File: src/rtl/adc_emulator.sv
// adc_emulator: LTC2315-style serial ADC responder with pattern generator and start-bit error injection
module adc_emulator #(
  parameter int DATA_W      = 12,
  parameter int ABORT_CNT_W = 8
) (
  input  logic                   sck,
  input  logic                   rst,
  input  logic                   cs_n,
  output logic                   miso,
  output logic                   miso_oe,
  input  logic [1:0]             mode_i,
  input  logic [DATA_W-1:0]      sample_i,
  input  logic                   inject_err_i,
  output logic                   frame_o,
  output logic [DATA_W-1:0]      sample_o,
  output logic                   abort_o,
  output logic [ABORT_CNT_W-1:0] abort_count_o
);
  localparam logic [3:0] LAST = 4'(DATA_W);
  localparam logic [DATA_W-1:0] ALT_INIT = {(DATA_W/2){2'b10}};
  localparam logic [DATA_W-1:0] MID_SCALE = {1'b1, {(DATA_W-1){1'b0}}};
  logic [3:0] bit_cnt, idx;
  logic [DATA_W-1:0] shreg, ramp, alt, src;
  assign miso_oe = ~cs_n;
  always_comb begin
    src = mode_i == 2'd0 ? sample_i : mode_i == 2'd1 ? ramp : mode_i == 2'd2 ? alt : MID_SCALE;
    idx = LAST - 4'd1 - bit_cnt;
  end
  // bit_cnt: 0 idle/awaiting first bit, 1..LAST shifting, LAST+1 trailing zeros
  always_ff @(posedge sck) begin
    if (rst) begin
      miso          <= 1'b0;
      bit_cnt       <= '0;
      shreg         <= '0;
      frame_o       <= 1'b0;
      abort_o       <= 1'b0;
      sample_o      <= '0;
      abort_count_o <= '0;
      ramp          <= '0;
      alt           <= ALT_INIT;
    end else begin
      frame_o <= 1'b0;
      abort_o <= 1'b0;
      if (cs_n) begin
        bit_cnt <= '0;
        miso    <= inject_err_i;
        if (bit_cnt != 4'd0 && bit_cnt <= LAST) begin
          abort_o <= 1'b1;
          if (~&abort_count_o) abort_count_o <= abort_count_o + 1'b1;
        end
      end else if (bit_cnt == 4'd0) begin
        shreg   <= src;
        miso    <= src[DATA_W-1];
        bit_cnt <= 4'd1;
      end else if (bit_cnt < LAST) begin
        miso    <= shreg[idx];
        bit_cnt <= bit_cnt + 4'd1;
      end else if (bit_cnt == LAST) begin
        miso     <= 1'b0;
        bit_cnt  <= LAST + 4'd1;
        frame_o  <= 1'b1;
        sample_o <= shreg;
        ramp     <= ramp + 1'b1;
        alt      <= ~alt;
      end else begin
        miso <= 1'b0;
      end
    end
  end
endmodule

File: config.mk
export PLATFORM = sky130hd
export DESIGN_NAME = adc_emulator
export DESIGN_NICKNAME = d
export VERILOG_FILES = /design/src/rtl/adc_emulator.sv
export SDC_FILE = /design/constraint.sdc
export NUM_CORES = 1
export LEC_CHECK = 0
export ABC_AREA = 1
export CORE_UTILIZATION = 58
export CTS_BUF_LIST = sky130_fd_sc_hd__clkbuf_16
export DETAILED_ROUTE_END_ITERATION = 12
export GPL_TIMING_DRIVEN = 0
export MAX_ROUTING_LAYER = met4
export PLACE_DENSITY = 0.85
export RECOVER_POWER = 100
export SLEW_MARGIN = 40
export SYNTH_ARGS = -nofsm -noshare
export SYNTH_HDL_FRONTEND = slang
export SYNTH_SLANG_ARGS = --single-unit
export TNS_END_PERCENT = 100
File: constraint.sdc
create_clock -name sck -period 4.2 [get_ports sck]
set_input_delay 0.42 -clock sck [delete_from_list [all_inputs] [get_ports sck]]
set_output_delay 0.42 -clock sck [all_outputs]
set_load 0.005 [all_outputs]
---- After elaboration in Yosys (flattened, before gate mapping) ----
Cells that the tools add are included.
cells by class
  equality and inequality tests ........... 3
  $add $sub $neg .......................... 4
  bitwise gates (word level) .............. 5
  multiplexer cells ....................... 13
  reduce and logical (&&, ||, !) cells .... 14
  magnitude comparators ................... 3
operators by type and width
  kind                                                        count
  2-to-1 mux 12 bit                                           3
  adder 12 x 1 -> 12 bit, second input constant               1
  NOT 12 bit                                                  1
  adder 8 x 1 -> 8 bit, second input constant                 1
  2-to-1 mux 4 bit                                            2
  AND reduction 8 bit                                         1
  2-to-1 mux 1 bit                                            7
  less-than comparator 4 x 5 -> 1 bit, second input constant  1
  adder 4 x 1 -> 4 bit, second input constant                 1
  binary-select mux 1 bit (select 4 bit)                      1
  equality test 4 bit, second input constant                  1
  less-or-equal comparator 4 bit, second input constant       1
  logical NOT 4 bit                                           1
  less-than comparator 4 bit, second input constant           1
  NOT 1 bit                                                   4
  AND reduction 4 bit                                         1
  nonzero test 4 bit                                          1
  OR reduction 2 bit                                          2
  OR reduction 4 bit                                          1
  subtractor 4 bit, first input constant                      1
  AND reduction 3 bit                                         1
  nonzero test 3 bit                                          1
  OR reduction 3 bit                                          1
  equality test 2 x 1 -> 1 bit, second input constant         1
  other kinds (5)                                             5
word-level totals
  bits in registers ....................... 63
  bits of input ports ..................... 18
  word-level logic and storage cells ...... 52
  output and inout bits ................... 24

---- Depth between registers and ports, before layout ----
  depth after elaboration ................. 6
  gate-level depth with buffers ........... 10
  gate-level depth less buffers ........... 9

---- Least setup slack after synthesis ----
Ideal clock, no wire load.
  kind .................................... reg2reg
  start point ............................. reg bit_cnt[1]
  end point ............................... reg abort_count_o[0]
  path slack .............................. 2.548 ns
  stages on the path, launching flop included .. 10
  arrival ................................. 1.581 ns
  buffers on the path ..................... 0
  path through ............................ dfxtp_1 > inv_1 > ha_1 > nand2_2 > inv_1 > nor3_4 > nand2_2 > inv_1 > nand2_1 > a21oi_1
between the ends
  cells in the longest elaborated chain, start to end .. 3
RTL lines
  element                                                               RTL line  text
  start, declared                                                       22        logic [3:0] bit_cnt, idx;
  start signal, assigned                                                57        bit_cnt <= bit_cnt + 4'd1;
  start signal, assigned                                                60        bit_cnt <= LAST + 4'd1;
  less-or-equal comparator 4 bit or nonzero test 4 bit (tied branches)  47        if (bit_cnt != 4'd0 && bit_cnt <= LAST) begin
  logical AND 1 bit (*)                                                 47
  AND reduction 3 bit (no source line) (*)                              n/a
  end signal, assigned                                                  49        if (~&abort_count_o) abort_count_o <= abort_count_o + 1'b1;
  end, declared                                                         17        output logic [ABORT_CNT_W-1:0] abort_count_o
Every way passes the cells marked *; elsewhere a longest branch is shown, timed or not.
A chain may end at the register's enable or synchronous reset.

---- Worst setup path after layout ----
Ends and elaborated chain as after synthesis.

==> reports/qor.yml <==
status:
  outcome: "complete, no violations"
timing:
  finalHoldViolCount: 0
  period_needed_ns: 2.36
  finalSetupTns_ns: 0
  setup_repair_after_global_routing_missed_its_margin: "no"
  final-setup-viol-count: 0
  slew_headroom_pct: 54.2
  maxSlewViolCount: 0
  finalClockSkew_ns: 0.00598
  finalCritPeriodShare_pct: 56.2
  achievable-frequency_ghz: 0.424
  max_slew.worst_pin.slew_ns: 0.687
critical_path:
  worst-setup-path-type: "reg2reg"
  cp_data_arrival_time_ns: 2.61
  worstPathMaxFanout: 8
  endpoint_kind: "flop"
  cp-start-kind: "flop"
  critical_path_required_ns: 4.45
clock_network:
  cts_max_path_buffers: 2
  clock_tree_from_tritoncts: "built"
  cts_buffers: 9
  cts_setup_buffers: 0
  clock-sinks: 63
  cts_hold_buffers: 0
  cts_max_level: 3
  worstSkewPairLatency_ns: 0.33
  ctsResizeCount: 0
  clk_pin_slew_worst_paths_ns: 0.05
  clk_root_buffer_cell: "clkbuf_16"
global_route:
  grt_pass1_wl_um: 12300
  grt_max_degree: 12
  grt_pass1_vias: 2711
  grt_antenna_before_repair: 0
  grt_use_total_pct: 32.0
  grt.overflow.total: 0
logic_synthesis:
  synth_enable_flop_cells: 0
  syn_nets: 420
  netlist_top_cells_area: "dfxtp_1 43%, nand2_1 12%, nor2_1 6.8%"
  ys_seq_elements: 63
  synth_async_sr_flop_share_pct: 0
  synth.yosys.warnings: 0
  synth.top_cell.area_share_pct: 43.2
  synthesis.instances: 395
  synth_top_cell_by_area: "dfxtp_1"
  post_synth_instance_area_um2: 2920
  yosys.cell_types.count: 29
  sequential_fraction_of_the_synthesis_area_pct: 43.2
  ys_dominant_reg_cell: "dfxtp_1"
  synth_area_per_cell_um2: 7.39
placement:
  place.port_buffers: 41
  place.detailed.hpwl_um: 5140
  detailed_place.area_um2: 3410
  global_placement_routability_congestion: 0.930
floorplan:
  core_footprint_um2: 4790
  die_h_um: 72.9
  die_w_um: 72.9
  initial_core_util_pct: 61.0
  die_area_um2: 5320
  num_io_pins: 42
  row_count: 25
layout:
  final_design_area_no_fill_um2: 3630
  final_core_utilization_pct: 75.8
  diodes: 0
  drive_gt1_share_pct: 5.09
  n_fill_cell: 388
  synthToLayoutAreaGrowth_pct: 24.3
  finish.net_count: 472
min_path:
  hold_path.class: "reg2reg"
detailed_routing:
  drt_pass1_iterations: 5
  detail_route.iter0.violations: 205
  final_antenna_net_count: 0
  route.detailed.vias_per_inst: 5.67
  per_cell_routed_wire_length_um: 14.4
  remaining_drc_errors: 0
  route.vias.total: 2941
  wl_um: 7460
pwr:
  cellLeakagePower_nw: 1.42
  max-vdd-ir-drop_v: 0.000246
  post-layout-total-power_mw: 1.37
  power.density_cell_area_nw_per_um2: 377
job:
  max_cap_violations: 0
==> cell usage after synthesis (all sizes together), types with 2 or more instances <==
cell    count
inv        30
xor2       13
buf         9
or2         3
nor4        3
dfxtp      63
a41oi      12
nand4       4
o21a        2
nor2       55
ha          7
a21oi      22
nor3        7
nand2      99
o21ai      35
clkbuf      8
nand3      19
==> through the flow <==
stage,instances,hold slack [ns],setup WS (ns)
final,519,0.477,1.84
after global routing,519,0.498,1.64
after CTS,519,0.470,2.17
after detailed placement,503,0.463,2.05
after global placement,503,0.454,2.07
after floorplan,395,0.437,2.55
==> worst max-delay path, cell delays in order (launching register included) <==
cell,delay [ns]
dfxtp_1,0.51
inv_1,0.19
ha_1,0.26
nand2_1,0.19
inv_1,0.09
nor3_1,0.34
nand2_1,0.26
inv_1,0.24
nand2_1,0.09
a21oi_1,0.12
==> power breakdown <==
part | internal (mW) | switching (mW)
combinational | 0.0373 | 0.0520
sequential | 0.610 | 0.0105
clock | 0.392 | 0.265
==> worst paths after layout <==
path	from	end	slack, ns	cells after the start
max reg2reg	bit_cnt[1]$_SDFFE_PP0P_	abort_count_o[0]$_SDFFE_PP0P_	1.84	9
max	bit_cnt[1]$_SDFFE_PP0P_	abort_count_o[0]$_SDFFE_PP0P_	1.84	9
min reg2reg	ramp[11]$_SDFFE_PP0P_	ramp[11]$_SDFFE_PP0P_	0.48	2
min	ramp[11]$_SDFFE_PP0P_	ramp[11]$_SDFFE_PP0P_	0.48	2
==> logic make-up after synthesis <==
family | count (synthesis) | synth area share (%)
adder cells (fa/ha/maj) | 7 | 3.00
AND/OR/NAND/NOR | 190 | 28.0
XOR/XNOR | 14 | 4.20
AO/OA/AOI/OAI | 74 | 14.7
flip-flops | 63 | 43.2
buffers and inverters | 47 | 6.95
==> cell usage in the layout, fill, tap and decap left out, drive strengths merged <==
master,n
or2,3
a41oi,12
dlygate4sd3,26
nor4,3
a211oi,1
o21bai,1
nand3,19
clkbuf,23
a21oi,22
o21a,2
nand2,99
a22oi,1
clkinv,4
buf,3
xor2,13
nor2,55
clkinvlp,3
ha,7
o21ai,35
clkdlybuf4s50,15
xnor2,1
inv,30
nand4,4
dfxtp,63
nor3,7
==> flip-flops by register name, summed over array words and instances, names as in the netlist <==
signal         flops
bit_cnt            4
alt               12
sample_o          12
shreg             12
abort_o            1
frame_o            1
ramp              12
miso               1
abort_count_o      8
==> routing by layer <==
metal / part of all wire [%] / GRT usage [%] / vias up
met5: 0 / - / -
met4: 3.1 / 17.2 / 0
met3: 7.8 / 7.60 / 25
met2: 47 / 49.9 / 140
met1: 42 / 38.1 / 1369
li1: - / - / 1407
==> cell type report <==
| class | count | area (um^2) | area share [%] |
|---|---|---|---|
| buffer | 17 | 73.8 | 2.04 |
| clock buffer | 9 | 225 | 6.21 |
| clock inverter | 7 | 40.0 | 1.10 |
| inverter | 30 | 113 | 3.11 |
| multi-input combinational | 285 | 1420 | 39.1 |
| sequential | 63 | 1260 | 34.8 |
| tap | 67 | 83.8 | 2.31 |
| timing repair buffer | 41 | 410 | 11.3 |
Note: power is estimated with default switching activity, not from simulation.
==> RTL edit 1: new RTL, same settings <==
The parameter `DATA_W` goes from 12 to 18.
--- a/src/rtl/adc_emulator.sv
+++ b/src/rtl/adc_emulator.sv
@@ -1,6 +1,6 @@
 // adc_emulator: LTC2315-style serial ADC responder with pattern generator and start-bit error injection
 module adc_emulator #(
-  parameter int DATA_W      = 12,
+  parameter int DATA_W      = 18,
   parameter int ABORT_CNT_W = 8
 ) (
   input  logic                   sck,
Ports: changed (resized sample_i and sample_o); port bits go from 42 to 54. No check against the original RTL was run, so the function may have changed too.
==> RTL edit 1 against the unedited design <==
- worst setup slack worse by 0.17 ns
- synthesized area is 33% higher
- sequential share of layout area is 2.1 points higher
- sequential power is 38% higher
- sequential cell count is 24 higher
- routed wire length is 36% higher
- maximum frequency is 6.6% lower
- power is 30% higher
- design area is 30% higher
- synthesized cell count is 33% higher
- non-clock buffer count is 18 higher
- combinational power is 21% higher
- global-route usage is 1.4 points lower
- largest cell class unchanged
- largest power group is now registers
==> RTL edit 1: results (changes against the unedited design) <==
Parameter                              Value

Outcome
  Result of the run ... finished clean

Finish
  Filler cell count ... 455 (+17%)
  N_diodes ... 0 (unchanged)
  Layout cells sized above 1 ... 5.73% (+0.65 points)
  Final layout net count ... 619 (+31%)

CTS
  Setup bufs post-CTS ... 0 (unchanged)
  Level count of the clock H-tree ... 3 (unchanged)
  Number of resized instances in the post-cts repair step ... 0 (unchanged)

Synthesis
  Cell types occupying the most area after synthesis ... dfxtp_1 45%, nand2_1 13%, a21oi_1 10%
  Net count after synthesis ... 556 (+32%)
  Fraction of registers with async set/reset ... 0% (unchanged)
  Synth unique cells ... 30 (+3.4%)
  Synth warnings ... 0 (unchanged)
  Synth cell count leaders ... 134 x nand2_1, 87 x dfxtp_1, 79 x a21oi_1
  Seq/Total Area, Yosys ... 45.0% (+1.8 points)
  Fraction of post-synthesis cell area in the top cell type by area ... 45.0% (+1.8 points)

Drt
  Number of detailed-route iterations in the first pass ... 6 (+1)
  Sum of routed wire length over all layers ... 10,200 um (+36%)
  Average via count per standard cell ... 5.73 (+1.2%)
  DRT iter0 DRCs ... 371 (+81%)

STA
  Post-Route Skew ... 0.00669 ns (+0.000713 ns)
  Transition time at the pin with the least slew margin ... 0.607 ns (-0.0804 ns)
  Final Slew Violations ... 0 (unchanged)

Setup path
  R2r worst-path depth ... 8 (-1)
  R2r startpoint ... bit_cnt[0]
  Setup slack, reg-to-reg ... 1.67 ns (-0.17 ns)
  Data arrival time of the critical path ... 2.73 ns (+0.12 ns)
  Capture point of the worst reg-to-reg path ... alt[17]
  Critical path fanouts, max ... 10 (+2)

Worst hold path
  Number of cells on the worst hold path ... 1 (-1)
  Worst Hold Launch ... alt[6]
  Classification of the worst-slack hold path ... register to register
  Destination of the worst hold path ... alt[6]

Pwr
  Maximum vdd drop ... 0.332 mV (+35%)
  Internal cell power ... 1350 uW (+30%)
  Leakage ... 0.00178 uW (+25%)

Global route
  Pin count of the biggest net entering global routing ... 17 (+5)
  Global-route wire length before repair ... 16,600 um (+34%)
  Number of global-route vias before repair ... 3,519 (+30%)
  GRT Overall Usage ... 30.5% (-1.4 points)

Placement
  Area after detailed placement ... 4490 um^2 (+31%)
  Final GP Congestion ... 1.01 (+8.8%)
  Worst setup slack before clock tree synthesis ... 2.19 ns (+0.137 ns)
  Buffers on Ports ... 52 (+27%)
  Detailed placer's ending HPWL ... 7260 um (+41%)
-- RTL edit 1: cell count changes in the layout (fill, tap and decap cells not counted), moves of 5 or more --
cell / delta
clkdlybuf4s50_1: +8
nor2_1: -16
dfxtp_1: +24
inv_1: +11
nor2_2: +5
nand2_1: +38
a221oi_1: +7
buf_2: +7
a21oi_1: +57
o21ai_0: +14
a41oi_1: -6
xor2_1: -6
o22ai_1: +5
-- RTL edit 1: area by class of cell --
cell class / count / area (um^2) / share of cell area (%)
plain buffers: 24 / 101 / 2.14
flip-flops and latches: 87 / 1740 / 36.8
clock inverters: 7 / 80.1 / 1.69
inverters: 41 / 154 / 3.25
repair buffers: 52 / 520 / 11.0
multi-input cells: 373 / 1810 / 38.3
well taps: 77 / 96.3 / 2.04
clock buffers: 9 / 225 / 4.76
-- RTL edit 1: logic make-up (layout without fill, tap and decap cells) --
logic type                 Yosys count  count (layout)  share of synthesized area, %
buffers and inverters               65             133                          7.12
and+or+nand+nor                    210             210                          23.1
DFF                                 87              87                          45.0
adders and majority gates            7               7                          2.26
AOI/OAI and AO/OA                  148             148                          20.7
xor gates and xnor gates             8               8                          1.81
-- RTL edit 1: routing by layer --
metal | share of wire (%) | vias up | routed length (um) | track usage (%)
li1 | - | 1882 | - | -
met1 | 42 | 1745 | 4270 | 37.9
met2 | 48 | 189 | 4940 | 49.4
met3 | 7.0 | 26 | 710 | 4.45
met4 | 2.6 | 0 | 261 | 13.7
met5 | 0 | - | 0 | -
-- RTL edit 1: stage by stage --
stage | instances | utilization, % | hold slack, ns
final | 670 | 74.0 | 0.453
after global placement | 654 | 70.2 | 0.433
after CTS | 670 | 75.0 | 0.450
after floorplan | 525 | - | 0.422
after global routing | 670 | 74.0 | 0.475
after detailed placement | 654 | 70.2 | 0.439
-- RTL edit 1: worst max path at each step --
stage          startpoint       end  slack, ns  cells past startpoint
2_1_floorplan  bit_cnt[0]   alt[15]       2.62                      8
6_report       bit_cnt[0]   alt[17]       1.67                      8
5_1_grt        bit_cnt[0]  ramp[12]       1.52                      8
3_3_place_gp         cs_n   miso_oe       2.27                      3
3_5_place_dp    mode_i[1]  shreg[6]       2.19                      7
4_1_cts        bit_cnt[0]   alt[17]       2.24                      8
-- RTL edit 1: power by group through the flow --
stage / registers (uW) / logic, uW / clock network (uW)
CTS: 852 / 110 / 813
finish: 853 / 108 / 813
detailed placement: 871 / 109 / 0
floorplan: 867 / 61.3 / 0
global placement: 871 / 106 / 0
global route: 854 / 118 / 855
-- RTL edit 1: critical path: stages, from the launching register on --
cell and delay [ns]:
dfxtp_1 0.48, inv_1 0.20, ha_1 0.26, inv_1 0.06, nand4_1 0.29, clkbuf_1 0.39, clkbuf_1 0.37, a21oi_1 0.22
o21ai_0 0.12
==> RTL edit 2: new RTL, same settings <==
Without the edit above. Register the inputs `cs_n`, `mode_i`, `sample_i` and `inject_err_i` before use, with the module's reset. The logic sees them one clock later.
--- a/src/rtl/adc_emulator.sv
+++ b/src/rtl/adc_emulator.sv
@@ -19,11 +19,31 @@
   localparam logic [3:0] LAST = 4'(DATA_W);
   localparam logic [DATA_W-1:0] ALT_INIT = {(DATA_W/2){2'b10}};
   localparam logic [DATA_W-1:0] MID_SCALE = {1'b1, {(DATA_W-1){1'b0}}};
+
+  logic cs_n_q;
+  logic [1:0] mode_q;
+  logic [DATA_W-1:0] sample_q;
+  logic inject_err_q;
+
+  always_ff @(posedge sck) begin
+    if (rst) begin
+      cs_n_q       <= '0;
+      mode_q       <= '0;
+      sample_q     <= '0;
+      inject_err_q <= '0;
+    end else begin
+      cs_n_q       <= cs_n;
+      mode_q       <= mode_i;
+      sample_q     <= sample_i;
+      inject_err_q <= inject_err_i;
+    end
+  end
+
   logic [3:0] bit_cnt, idx;
   logic [DATA_W-1:0] shreg, ramp, alt, src;
-  assign miso_oe = ~cs_n;
+  assign miso_oe = ~cs_n_q;
   always_comb begin
-    src = mode_i == 2'd0 ? sample_i : mode_i == 2'd1 ? ramp : mode_i == 2'd2 ? alt : MID_SCALE;
+    src = mode_q == 2'd0 ? sample_q : mode_q == 2'd1 ? ramp : mode_q == 2'd2 ? alt : MID_SCALE;
     idx = LAST - 4'd1 - bit_cnt;
   end
   // bit_cnt: 0 idle/awaiting first bit, 1..LAST shifting, LAST+1 trailing zeros
@@ -41,9 +61,9 @@
     end else begin
       frame_o <= 1'b0;
       abort_o <= 1'b0;
-      if (cs_n) begin
+      if (cs_n_q) begin
         bit_cnt <= '0;
-        miso    <= inject_err_i;
+        miso    <= inject_err_q;
         if (bit_cnt != 4'd0 && bit_cnt <= LAST) begin
           abort_o <= 1'b1;
           if (~&abort_count_o) abort_count_o <= abort_count_o + 1'b1;
Formal check against the unedited RTL: not equivalent (Yosys sat finds a counterexample within 4 cycles, from zero or initial values and one cycle with rst high).
==> RTL edit 2 against the unedited design <==
- largest power group unchanged
- synthesized area up 18%
- critical endpoint is now abort_count_o[6]
- worst setup slack got worse by 0.41 ns
- maximum frequency fell by 15%
- sequential power increased by 27%
- critical path type unchanged
- sequential cell count rose by 16
- largest cell class is now registers
- design area up 14%
- routed wire length grew 9.0%
- power rose by 25%
==> RTL edit 2: results (changes against the unedited design) <==
Parameter                              Value

Global route
  Global Route met3 Usage ... 4.94% (-2.7 points)
  Global-route wire length before repair ... 13,500 um (+9.1%)
  Met1 usage ... 34.8% (-3.3 points)
  Number of global-route vias before repair ... 2,969 (+9.5%)
  M2 GR Usage ... 47.1% (-2.9 points)
  GRT Overall Usage ... 29.1% (-2.8 points)
  Pin count of the biggest net entering global routing ... 13 (+1)

Pwr
  Leakage ... 0.00174 uW (+23%)
  Maximum vdd drop ... 0.347 mV (+41%)

Synthesis
  Synth unique cells ... 40 (+38%)
  Net count after synthesis ... 469 (+12%)
  Fraction of registers with async set/reset ... 0% (unchanged)
  Synth cell count leaders ... 79 x dfxtp_1, 72 x nand2_1, 61 x nor2_1
  Cell types occupying the most area after synthesis ... dfxtp_1 46%, nand2_1 7.8%, o21ai_0 6.7%
  Seq/Total Area, Yosys ... 45.8% (+2.6 points)
  Synth warnings ... 0 (unchanged)

Outcome
  Result of the run ... finished clean

Finish
  Final layout net count ... 520 (+10%)
  N_diodes ... 0 (unchanged)
  Layout cells sized above 1 ... 6.61% (+1.5 points)

CTS
  Clock tree root buffer cell ... clkbuf_16
  Setup bufs post-CTS ... 0 (unchanged)
  Clock insertion delay at the later pin of the skew report ... 0.33 ns (about the same)
  Number of buffers created by CTS ... 9 (unchanged)
  Level count of the clock H-tree ... 3 (unchanged)
  Clock-pin transition on the worst setup and hold timing paths ... 0.06 ns
  Clock buffer depth ... 2 (unchanged)

Drt
  Average via count per standard cell ... 5.51 (-2.8%)
  Routed length on met3 ... 531 um (-8.8%)
  Highest signal layer in the routed design ... met4
  Number of detailed-route iterations in the first pass ... 5 (unchanged)
  Sum of routed wire length over all layers ... 8130 um (+9.0%)
  Met1 routed wirelength after detailed routing ... 3430 um (+10%)
  Met2 WL ... 3990 um (+13%)
  DRT iter0 DRCs ... 255 (+24%)

Placement
  Final GP Congestion ... 0.857 (-7.8%)
  Buffers on Ports ... 40 (-2.4%)
  Detailed placer's ending HPWL ... 5610 um (+9.3%)
  Area after detailed placement ... 3940 um^2 (+16%)

Setup path
  Data arrival time of the critical path ... 3.03 ns (+0.42 ns)
  Critical path fanouts, max ... 9 (+1)
  Timing startpoint of the critical path ... bit_cnt[0]
  R2r startpoint ... bit_cnt[0]

Worst hold path
  Classification of the worst-slack hold path ... register to register

STA
  Post-Route Skew ... 0.00558 ns (-0.000391 ns)
  Transition time at the pin with the least slew margin ... 0.552 ns (-0.135 ns)
==> RTL edit 2: critical path, cell delays in order, from the launching register on <==
cell and delay, ns:
dfxtp_1 0.34, clkbuf_1 0.31, clkinvlp_2 0.43, ha_1 0.38, nand2_1 0.19, o21ai_0 0.15, nor2_1 0.12, nand2_1 0.20
clkinvlp_2 0.26, nand3_1 0.12, nand2_1 0.07, nand2_1 0.04, nor2_1 0.10
==> RTL edit 2: layout make-up <==
type | instances | area (um^2)
flip-flops and latches | 79 | 1580
multi-input cells | 290 | 1470
clock inverters | 6 | 76.3
well taps | 72 | 90.1
fillers | 435 | 1460
plain buffers | 18 | 83.8
clock buffers | 9 | 225
inverters | 57 | 219
repair buffers | 40 | 400
==> RTL edit 2: cell families after synthesis <==
family / synth area share [%]
AO/OA/AOI/OAI: 14.5
XOR/XNOR: 2.03
adder cells (fa/ha/maj): 2.54
buffers and inverters: 9.60
flip-flops: 45.8
AND/OR/NAND/NOR: 25.5
==> RTL edit 2: power by group <==
group	switching, uW	internal, uW
Clock	292	510
Sequential	16.3	772
Combinational	69.7	50.6
==> RTL edit 2: stage by stage <==
stage	power, uW	worst slack (ns)	utilization (%)	std cells
6_report	1710	1.43	74.0	571
5_1_grt	1760	1.15	74.0	571
4_1_cts	1720	2.38	75.7	571
3_5_place_dp	928	2.41	70.3	556
3_3_place_gp	924	2.45	70.3	556
2_1_floorplan	882	2.63	-	444
==> RTL edit 2: path summary, 6_finish.rpt <==
check,to,slack [ns],cells past startpoint
setup / recovery,abort_count_o[6],1.43,12
hold / removal,ramp[11],0.47,2
hold reg to reg,ramp[11],0.47,2
setup reg to reg,abort_count_o[6],1.43,12
